[src/rtl/regfile_pkg.sv]
// Shared constants and types for the scoreboarded register file.
package regfile_pkg;

  localparam int DEF_N  = 8;
  localparam int DEF_AW = 3;

  // Register 0 is the hardwired-zero register.
  localparam int unsigned ZERO_REG = 0;

  typedef logic [DEF_AW-1:0] reg_addr_t;
  typedef logic [DEF_N-1:0]  reg_data_t;

endpackage

[src/rtl/regfile_busy_tracker.sv]
// Per-register pending-write scoreboard: reserve sets, write releases, and a
// registered population count of the busy bits.
module regfile_busy_tracker
  import regfile_pkg::*;
#(
  parameter int AW = DEF_AW
) (
  input  logic              clk,
  input  logic              rst,
  input  logic              we3,
  input  logic [AW-1:0]     wa3,
  input  logic              rsv,
  input  logic [AW-1:0]     rsv_a,
  output logic [2**AW-1:0]  busy,
  output logic [AW:0]       busy_cnt
);

  localparam int DEPTH = 2**AW;

  logic [DEPTH-1:0] r_busy;
  logic [DEPTH-1:0] w_busy_nxt;
  logic [AW:0]      r_cnt;
  logic [AW:0]      w_cnt_nxt;

  // Release first, then reserve, so a same-address collision leaves the bit set.
  always_comb begin
    w_busy_nxt = r_busy;
    if (we3 && (wa3 != AW'(ZERO_REG))) w_busy_nxt[wa3] = 1'b0;
    if (rsv && (rsv_a != AW'(ZERO_REG))) w_busy_nxt[rsv_a] = 1'b1;
    w_busy_nxt[ZERO_REG] = 1'b0;
    w_cnt_nxt = '0;
    for (int i = 1; i < DEPTH; i++) begin
      w_cnt_nxt = w_cnt_nxt + (AW+1)'(w_busy_nxt[i]);
    end
  end

  always_ff @(posedge clk) begin
    if (rst) begin
      r_busy <= '0;
      r_cnt  <= '0;
    end else begin
      r_busy <= w_busy_nxt;
      r_cnt  <= w_cnt_nxt;
    end
  end

  assign busy     = r_busy;
  assign busy_cnt = r_cnt;

endmodule

[src/rtl/regfile_scoreboard.sv]
// Register file with two async read ports, one sync write port and a busy
// scoreboard. Define REGFILE_BYPASS_EN for same-cycle write-to-read bypass.
module regfile_scoreboard
  import regfile_pkg::*;
#(
  parameter int N  = DEF_N,
  parameter int AW = DEF_AW
) (
  input  logic          clk,
  input  logic          rst,
  input  logic [AW-1:0] ra1,
  input  logic [AW-1:0] ra2,
  output logic [N-1:0]  rd1,
  output logic [N-1:0]  rd2,
  output logic          rdy1,
  output logic          rdy2,
  input  logic          we3,
  input  logic [AW-1:0] wa3,
  input  logic [N-1:0]  wd3,
  input  logic          rsv,
  input  logic [AW-1:0] rsv_a,
  output logic [AW:0]   busy_cnt
);

  localparam int DEPTH = 2**AW;

  // Strobe semantics: we3 and rsv are single-cycle qualifiers sampled at the
  // posedge with no back-pressure; consumers must hold a read until rdyX=1.
  logic [N-1:0]     r_mem [DEPTH];
  logic [DEPTH-1:0] w_busy;
  logic             w_wr_hit;
  logic [N-1:0]     w_rd1;
  logic [N-1:0]     w_rd2;
  logic             w_rdy1;
  logic             w_rdy2;

  regfile_busy_tracker #(.AW(AW)) u_busy (
    .clk      (clk),
    .rst      (rst),
    .we3      (we3),
    .wa3      (wa3),
    .rsv      (rsv),
    .rsv_a    (rsv_a),
    .busy     (w_busy),
    .busy_cnt (busy_cnt)
  );

  assign w_wr_hit = we3 && (wa3 != AW'(ZERO_REG));

  always_ff @(posedge clk) begin
    if (rst) begin
      for (int i = 0; i < DEPTH; i++) r_mem[i] <= '0;
    end else if (w_wr_hit) begin
      r_mem[wa3] <= wd3;
    end
  end

  always_comb begin
    w_rd1  = (ra1 == AW'(ZERO_REG)) ? '0 : r_mem[ra1];
    w_rd2  = (ra2 == AW'(ZERO_REG)) ? '0 : r_mem[ra2];
    w_rdy1 = ~w_busy[ra1];
    w_rdy2 = ~w_busy[ra2];
`ifdef REGFILE_BYPASS_EN
    // A same-cycle reserve of the written register keeps it not-ready.
    if (w_wr_hit && (ra1 == wa3)) begin
      w_rd1  = wd3;
      w_rdy1 = ~(rsv && (rsv_a == wa3));
    end
    if (w_wr_hit && (ra2 == wa3)) begin
      w_rd2  = wd3;
      w_rdy2 = ~(rsv && (rsv_a == wa3));
    end
`endif
  end

  assign rd1  = w_rd1;
  assign rd2  = w_rd2;
  assign rdy1 = w_rdy1;
  assign rdy2 = w_rdy2;

endmodule

[config.mk]
export PLATFORM = sky130hd
export DESIGN_NAME = regfile_scoreboard
export DESIGN_NICKNAME = d
export VERILOG_FILES = /design/src/rtl/regfile_pkg.sv /design/src/rtl/regfile_busy_tracker.sv /design/src/rtl/regfile_scoreboard.sv
export SDC_FILE = /design/constraint.sdc
export NUM_CORES = 1
export LEC_CHECK = 0
export ABC_CLOCK_PERIOD_IN_PS = 8800
export CAP_MARGIN = 5
export CORE_UTILIZATION = 60
export DETAILED_ROUTE_END_ITERATION = 12
export PLACE_DENSITY_LB_ADDON = 0.2
export SETUP_SLACK_MARGIN = 0.4
export SYNTH_ARGS = -nofsm -noshare
export SYNTH_HDL_FRONTEND = slang
export SYNTH_SLANG_ARGS = --single-unit
[constraint.sdc]
create_clock -name clk -period 8.8 [get_ports clk]
set_input_delay 1.76 -clock clk [delete_from_list [all_inputs] [get_ports clk]]
set_output_delay 1.76 -clock clk [all_outputs]
set_load 0.02 [all_outputs]
=== After elaboration in Yosys (flattened, before gate mapping) ===
Memories as Yosys holds them, arrays and structs flattened.
Cells that the tools add are included.

* Register bits: 12
* RAM bits: 64
* Input bits: 24
* Logic and storage cells: 50
* Memories: 1

* $add $sub $neg: 6
* $lt $le $gt $ge: 6
* Mux-type cells: 20
* Bitwise logic cells: 5
* Reductions and logical operators: 9

{| class="wikitable"
|+ Memories
! name !! words !! bits a word !! read ports !! clocked after Yosys merged registers in !! write ports !! RTL line !! source
|-
| r_mem || 8 || 8 || 2 || 0 || 8 || regfile_scoreboard.sv:29 || <nowiki>logic [N-1:0] r_mem [DEPTH];</nowiki>
|}

{| class="wikitable"
|+ Operators with widths
! cell !! count
|-
| 8-bit two-way mux || 5
|-
| 4-bit by 1-bit adder with 4-bit output || 5
|-
| 3-bit by 4-bit less-than comparator with 1-bit output (second input constant) || 4
|-
| 1-bit two-way mux || 10
|-
| 8-bit AND || 1
|-
| 8-bit NOT || 1
|-
| 8-bit OR || 1
|-
| 8-bit OR reduction || 1
|-
| 1-bit binary-select mux with 3-bit select || 2
|-
| 1-bit demux with 3-bit select || 2
|-
| 3-bit by 1-bit >= comparator with 1-bit output (second input constant) || 2
|-
| 3-bit logical NOT || 2
|-
| 3-bit nonzero test || 2
|-
| 1-bit logical AND || 4
|-
| 3-bit two-way mux || 1
|-
| 1-bit by 1-bit adder with 2-bit output || 1
|-
| 1-bit NOT || 2
|}

=== Logic depth before layout (Yosys ltp) ===
* Word-level depth: 15
* Mapped depth: 14
* Gate-level depth less buffers: 13

=== Modules after synthesis ===
From an unflattened synthesis, not the netlist that was laid out.

* Cell total of the unflattened synthesis: 314
* Area total of the unflattened synthesis: 3852.4 um2

{| class="wikitable"
|+ Modules (own cells, without submodules)
! module !! instances !! cells each !! area each (um2)
|-
| regfile_scoreboard || 1 || 251 || 3224.3
|-
| regfile_busy_tracker || 1 || 63 || 628.1
|}

=== Worst setup path before layout ===
Ideal clock, no wire load.

* Kind: input -> output
* Start: input port ra2[0]
* End: output port rdy2
* Data arrival time: 2821 ps
* Required time: 7040 ps
* Path slack: 4219 ps
* Stages on the path: 3
* Cell sequence: buf_4 -> mux2_2 -> o311ai_1

* Word-level cells in the longest chain between the ends: 3

{| class="wikitable"
|+ RTL lines
! item !! RTL line !! source
|-
| from (decl) || regfile_scoreboard.sv:12 || <nowiki>input logic [AW-1:0] ra2,</nowiki>
|-
| 1-bit binary-select mux with 3-bit select || regfile_scoreboard.sv:62 || <nowiki>w_rdy2 = ~w_busy[ra2];</nowiki>
|-
| 1-bit two-way mux (not written as such) || regfile_scoreboard.sv:62 ||
|-
| 1-bit NOT || regfile_scoreboard.sv:62 ||
|-
| to (decl) || regfile_scoreboard.sv:16 || <nowiki>output logic rdy2,</nowiki>
|}

No other way between the ends. The select of a mux whose other input is x is not followed.

=== Worst setup path in the final report ===
* Start: input port ra1[0]
* End: output port rd1[2]

* Word-level cells in the longest chain between the ends: 2
* Elaborated cells between the ends (all ways): 3

{| class="wikitable"
|+ RTL lines
! item !! RTL line !! source
|-
| from (decl) || regfile_scoreboard.sv:11 || <nowiki>input logic [AW-1:0] ra1,</nowiki>
|-
| memory read 8 x 8 bit / 3-bit logical NOT (equally long branches) || - ||
|-
| 8-bit two-way mux * || regfile_scoreboard.sv:59 || <nowiki>w_rd1 = (ra1 == AW'(ZERO_REG)) ? '0 : r_mem[ra1];</nowiki>
|-
| to (decl) || regfile_scoreboard.sv:13 || <nowiki>output logic [N-1:0] rd1,</nowiki>
|}

Mark *: on every way between the ends. The rest lies on a longest branch, timed or not.

==> results.ini <==
[timing]
max-slew-margin-rel_pct=55.16
rsz0062_at_grt=false
period_needed_ps=5818
worstMarginPinSlew_ps=670.1
drv_slew=0
finClkSkew_ps=2.460
hold_viol=0
setup_viol=0
max_freq_ghz=0.1719
tns_ps=0
fin_crit_sh_pct=66.12

[flow_run]
cap_violations=0

[yosys]
synth_top_cell_area_share_pct=43.81
yosys-top-cells-area=edfxtp_1 (44%), mux2_2 (10%), and2_1 (9.6%), dfxtp_1 (5.7%), a221oi_1 (5.0%)
yosys.area.top_type=edfxtp_1
synthCells=320
synth_fa_ha_area_share_pct=2.868
synth-xor-area-share_pct=0.2282
async_flop_share_pct=0
synth_compound_area_share_pct=10.37
seq_area_frac_synth_pct=49.54
synth_nets=351
synthFlopType=edfxtp_1
synth_top_family_by_area=simple AND/OR/NAND/NOR gates
ys_ff_latch=67
syn_area_mm2=0.003839
synth_area_per_cell_um2=12.00
synth_edf_count=56
synth_cell_types=46
synthMuxAreaShare_pct=15.22
synth-simple-area-share_pct=18.12
yosysWarnings=0

[global_routing]
antenna_found_initial=1
gr-total-overflow=0
track_usage_pct=28.43
grt_pass1_vias=2583
grt_pass1_wl_um=13120
grt_start_max_net_pins=31

[place]
dp_cells=429
place.gp.congestion=0.8423
place_area_mm2=0.004310
portBuffers=45
post-dp-hpwl_um=6334

[setup_path]
crit_family=buffers and inverters
crit_required_ps=7040
cpPeakStageDelay_ps=670
arrival_ps=4060
worstPathCellList=clkdlybuf4s50_1 -> buf_4 -> and2b_1 -> a221oi_1 -> a221oi_1 -> clkdlybuf4s50_1
crit_fanout=30
crit_path_end_kind=primary output
start_kind=primary input
cp_slowest_cell=clkdlybuf4s50_1
crit_type=primary input to primary output
path_buf_inv=3

[cells_and_area]
fin_nets=396
multi_input_area_mm2=0.001797
area_delta_synth_final_pct=16.36
fin_cells=446
seq_area_mm2=0.001902
num-fill-cells=413
final_area_mm2=0.004467
drive_gt1_share_pct=16.22

[pwr]
p_leak_nw=1.659
clockPowerShare_pct=28.7
p_sw_share_pct=26.41
internal_power_mw=0.5300
power.switching_mw=0.1902
power_frac_comb_pct=19.1
worst_ir_drop_vdd_mv=0.1317
pwr-share-seq_pct=52.2
power_density_mw_per_mm2=161.2

[floorplanning]
dieHeight_um=81.99
fp.coreArea_mm2=0.006061
rows=28
die_w_um=81.99
dieArea_mm2=0.006722
io_pins=46
initial_utilization_pct=63.34

[cts]
cts_tree=yes
clock_path_buffers=2
post_cts_buffers=0
clkLatencyLatePin_ps=340
clkSlewWorstSetupHoldPaths_ps=60
clock_sinks=67
post_cts_resized=0
root_buffer=clkbuf_8
numCtsBuffers=9
cts_max_level=3
cts_hold_buf=0

[detailed_routing]
drcViolationCount=0
dr.pass1.iters=6
first_iter_violations=267
ant_nets=0
vias=2762
drt-wirelength-per-cell_um=19.98
wl_um=8912
routed_via_density=6.193

[run_status]
status=completed

[worst_hold_path]
hold_class=flop to flop

## metal layers
metal | up-vias | part of all wire [%] | routed length, um | global-route usage, %
li1 | 1297 | - | - | -
met1 | 1331 | 40 | 3536 | 34.03
met2 | 109 | 51 | 4588 | 49.83
met3 | 25 | 6.1 | 540 | 5.111
met4 | 0 | 2.8 | 247 | 12.28
met5 | - | 0 | 0 | 0
## synthesized netlist by cell type (all sizes together) (2+ instances only)
cell	number
and2	59
edfxtp	56
mux2	35
a221oi	22
mux2i	19
nor2	17
nand2	14
dfxtp	11
buf	10
inv	8
nor2b	8
o22ai	8
a21oi	6
clkbuf	6
ha	4
o21ai	4
fa	3
nand2b	3
nand4b	3
a221o	2
a22o	2
a31oi	2
nand3b	2
o31ai	2
## kinds of logic (layout without fill, tap and decap cells)
family / count (synthesis) / after routing
AOI/OAI and AO/OA: 52 / 52
xor gates and xnor gates: 1 / 1
adders and majority gates: 7 / 7
buffers and inverters: 24 / 74
DFF: 67 / 67
muxes: 54 / 54
other: 0 / 1
and+or+nand+nor: 115 / 115
## registers in the layout, summed over array words and instances (netlist names)
register and count:
r_mem 56, u_busy.busy_cnt 4, u_busy.busy 7
## layout make-up
type | instances | area share (%)
sequential | 67 | 42.58
multi-input combinational | 229 | 40.22
timing repair buffer | 50 | 10.92
clock buffer | 13 | 3.109
tap | 75 | 2.101
inverter | 8 | 0.6723
clock inverter | 3 | 0.3361
antenna | 1 | 0.05602
## power groups by stage
stage	clock, mW	combinational [mW]	sequential (mW)
global route	0.219	0.147	0.377
finish	0.207	0.137	0.376
global placement	0	0.134	0.381
CTS	0.206	0.137	0.375
floorplan	0	0.0823	0.379
detailed placement	0	0.137	0.382
## per-stage QoR
stage / setup slack [ps] / hold WS, ps / total power [mW] / utilization [%]
3_3_place_gp: 3003 / 531.7 / 0.5151 / 71.12
5_1_grt: 2868 / 573.3 / 0.7441 / 73.66
6_report: 2982 / 545.6 / 0.7202 / 73.70
4_1_cts: 2988 / 542.1 / 0.7181 / 73.66
3_5_place_dp: 2992 / 531.8 / 0.5184 / 71.12
2_1_floorplan: 4219 / 485.9 / 0.4614 / -
## worst paths after layout
check	startpoint	endpoint	slack, ps	cells after the start
min reg2reg	u_busy.busy[1]$_SDFF_PP0_	u_busy.busy[1]$_SDFF_PP0_	550	2
max reg2reg	u_busy.busy[1]$_SDFF_PP0_	u_busy.busy_cnt[2]$_SDFF_PP0_	5960	12
max	ra1[0]	rd1[2]	2980	6
min	u_busy.busy[1]$_SDFF_PP0_	u_busy.busy[1]$_SDFF_PP0_	550	2
## cell usage in the layout (no fill, tap or decap), types with 2 or more instances in the layout
master,Yosys,final
nor2b_1,7,7
inv_1,8,8
nor2_1,14,14
mux2i_1,19,19
fa_1,3,3
nand3b_1,2,2
edfxtp_1,56,56
dfxtp_1,11,11
a221oi_1,22,22
ha_1,4,4
mux2_2,35,35
clkinv_2,0,3
a31oi_1,2,2
clkbuf_1,6,4
a22o_1,2,2
buf_4,2,5
a21oi_1,5,5
nand2b_1,2,2
nand4b_1,3,3
o31ai_1,2,2
a221o_1,2,2
nand2_1,14,14
o21ai_0,4,4
nor2_4,3,3
clkdlybuf4s50_1,0,45
clkbuf_8,0,9
o22ai_1,8,8
and2_1,59,59
## worst reg2reg max path, cell delays in order, from the launching register on
cell and delay (ps):
dfxtp_1 340, o31ai_1 90, nand2_1 120, ha_1 330
fa_1 490, inv_1 50, fa_1 430, inv_1 70
ha_1 160, inv_1 50, fa_1 370, xor2_1 140
nor2_1 50
No activity file was read; power rests on OpenSTA's default activity.
==> RTL edit (same settings) <==
Set the package constant `DEF_AW` to 5 (it was 3).
--- a/src/rtl/regfile_pkg.sv
+++ b/src/rtl/regfile_pkg.sv
@@ -2,7 +2,7 @@
 package regfile_pkg;
 
   localparam int DEF_N  = 8;
-  localparam int DEF_AW = 3;
+  localparam int DEF_AW = 5;
 
   // Register 0 is the hardwired-zero register.
   localparam int unsigned ZERO_REG = 0;
Ports: changed (5 resized); port bits go from 46 to 56. The function was not compared with the original's and may differ.
==> RTL edit against the original RTL <==
Wire length rose to 5.3 times the old value. Power rose to 4.7 times the old value. Combinational power rose to 3.5 times the old value. Sequential cell count up 226. Design area rose to 4.2 times the old value. Setup slack worse by 1.8 ns. Area after synthesis rose to 4.4 times the old value. Clock power rose to 6.2 times the old value. Highest routed layer unchanged.
==> RTL edit: results (changes against the original RTL) <==
| Metric | Value |
|---|---|
| CTS Buffer Depth | `3 (was 2)` |
| Yosys cell types | `49 (was 46)` |
| Slew @ Worst Pin | `1.29 ns (was 0.670 ns)` |
| Post-Synth XOR/XNOR Area | `0.0518% (was 0.228%)` |
| Max FFs per register | `256 (was 56)` |
| Leak pwr | `6.82 nW (was 1.66 nW)` |
| Peak VDD IR | `154 uV (was 132 uV)` |
| Number of port buffers | `55 (was 45)` |
| Sequential share of the synthesized area | `49.8% (was 49.5%)` |
| Metal1 wirelength | `18000 um (was 3540 um)` |
| Adder-cell share of the synthesized area | `3.39% (was 2.87%)` |
| Diode count | `0 (was 1)` |
| CP arrival | `8.02 ns (was 4.06 ns)` |
| Comb power | `0.476 mW (was 0.137 mW)` |
| Starting DRC count in detailed routing | `1444 (was 267)` |
| Htree depth | `1 (was 3)` |
| Place WS | `0.780 ns (was 2.99 ns)` |
| GP Congestion | `0.916 (was 0.842)` |
| Antenna violations before repair | `0 (was 1)` |
| Detailed-route via count | `11300 (was 2762)` |
| Outcome | `finished clean (unchanged)` |
| Final net count | `1363 (was 396)` |
| Share of layout cells above drive strength 1 | `16.5% (was 16.2%)` |
| Psw | `0.860 mW (was 0.190 mW)` |
| First-pass DRT Iterations | `7 (was 6)` |
| Max FO, Critical Path | `9 (was 30)` |
| EDFF count, synth | `256 (was 56)` |
| Gr usage total | `33.9% (was 28.4%)` |
| Commonest cells in the netlist | `and2_1, edfxtp_1, mux4_2, mux2i_1, nand2_1 (was and2_1, edfxtp_1, mux2_2, a221oi_1, mux2i_1)` |
| Met2 routed WL | `22900 um (was 4590 um)` |
| Largest net degree at the start of global routing | `73 (was 31)` |
| Mux share of post-synthesis cell area | `21.8% (was 15.2%)` |
| Hpwl dp | `31700 um (was 6330 um)` |
| Largest cells by area after synthesis | `edfxtp_1, mux4_2, and2_1 (was edfxtp_1, mux2_2, and2_1)` |
[RTL edit: routing by layer]
metal | up-vias | global-route usage (%)
li1 | 4828 | -
met1 | 5630 | 45.2
met2 | 713 | 55.4
met3 | 144 | 6.79
met4 | 0 | 12.8
met5 | - | 0
[RTL edit: through the flow]
stage | instances | total power [mW] | instance area [um^2] | hold WS (ns)
floorplan | 1293 | 1.94 | 16900 | 0.491
finish | 1702 | 3.37 | 18600 | 0.564
global placement | 1644 | 2.10 | 17600 | 0.538
detailed placement | 1644 | 2.11 | 17600 | 0.543
CTS | 1702 | 3.37 | 18600 | 0.552
global route | 1702 | 3.46 | 18600 | 0.588
[RTL edit: cell type report]
class | instances | area, um^2 | area share [%]
sequential | 293 | 8430 | 45.4
multi-input combinational | 870 | 7910 | 42.6
clock buffer | 40 | 841 | 4.52
timing repair buffer | 73 | 678 | 3.65
tap | 378 | 473 | 2.55
clock inverter | 18 | 136 | 0.734
inverter | 30 | 113 | 0.606
[RTL edit: worst max-delay path, stage by stage]
cell and delay, ns:
clkdlybuf4s50_1 0.55, nor2b_1 0.62, nand3_1 0.14, a22o_1 0.25
ha_1 0.34, fa_1 0.45, fa_1 0.49, inv_1 0.05
fa_1 0.48, inv_1 0.06, fa_1 0.47, fa_1 0.54
inv_1 0.05, fa_1 0.43, inv_1 0.07, ha_1 0.17
inv_1 0.08, fa_1 0.45, nor2b_1 0.17, o21ai_0 0.12
a21boi_0 0.19, nor3_1 0.07
[RTL edit: worst paths after layout]
kind / startpoint / to / slack (ns) / cells past startpoint
max: wa3[0] / u_busy.busy_cnt[4] / 1.21 / 22
min: u_busy.busy[2] / u_busy.busy[2] / 0.56 / 2
max reg2reg: u_busy.busy[1] / u_busy.busy_cnt[4] / 3.42 / 19
min reg2reg: u_busy.busy[2] / u_busy.busy[2] / 0.56 / 2
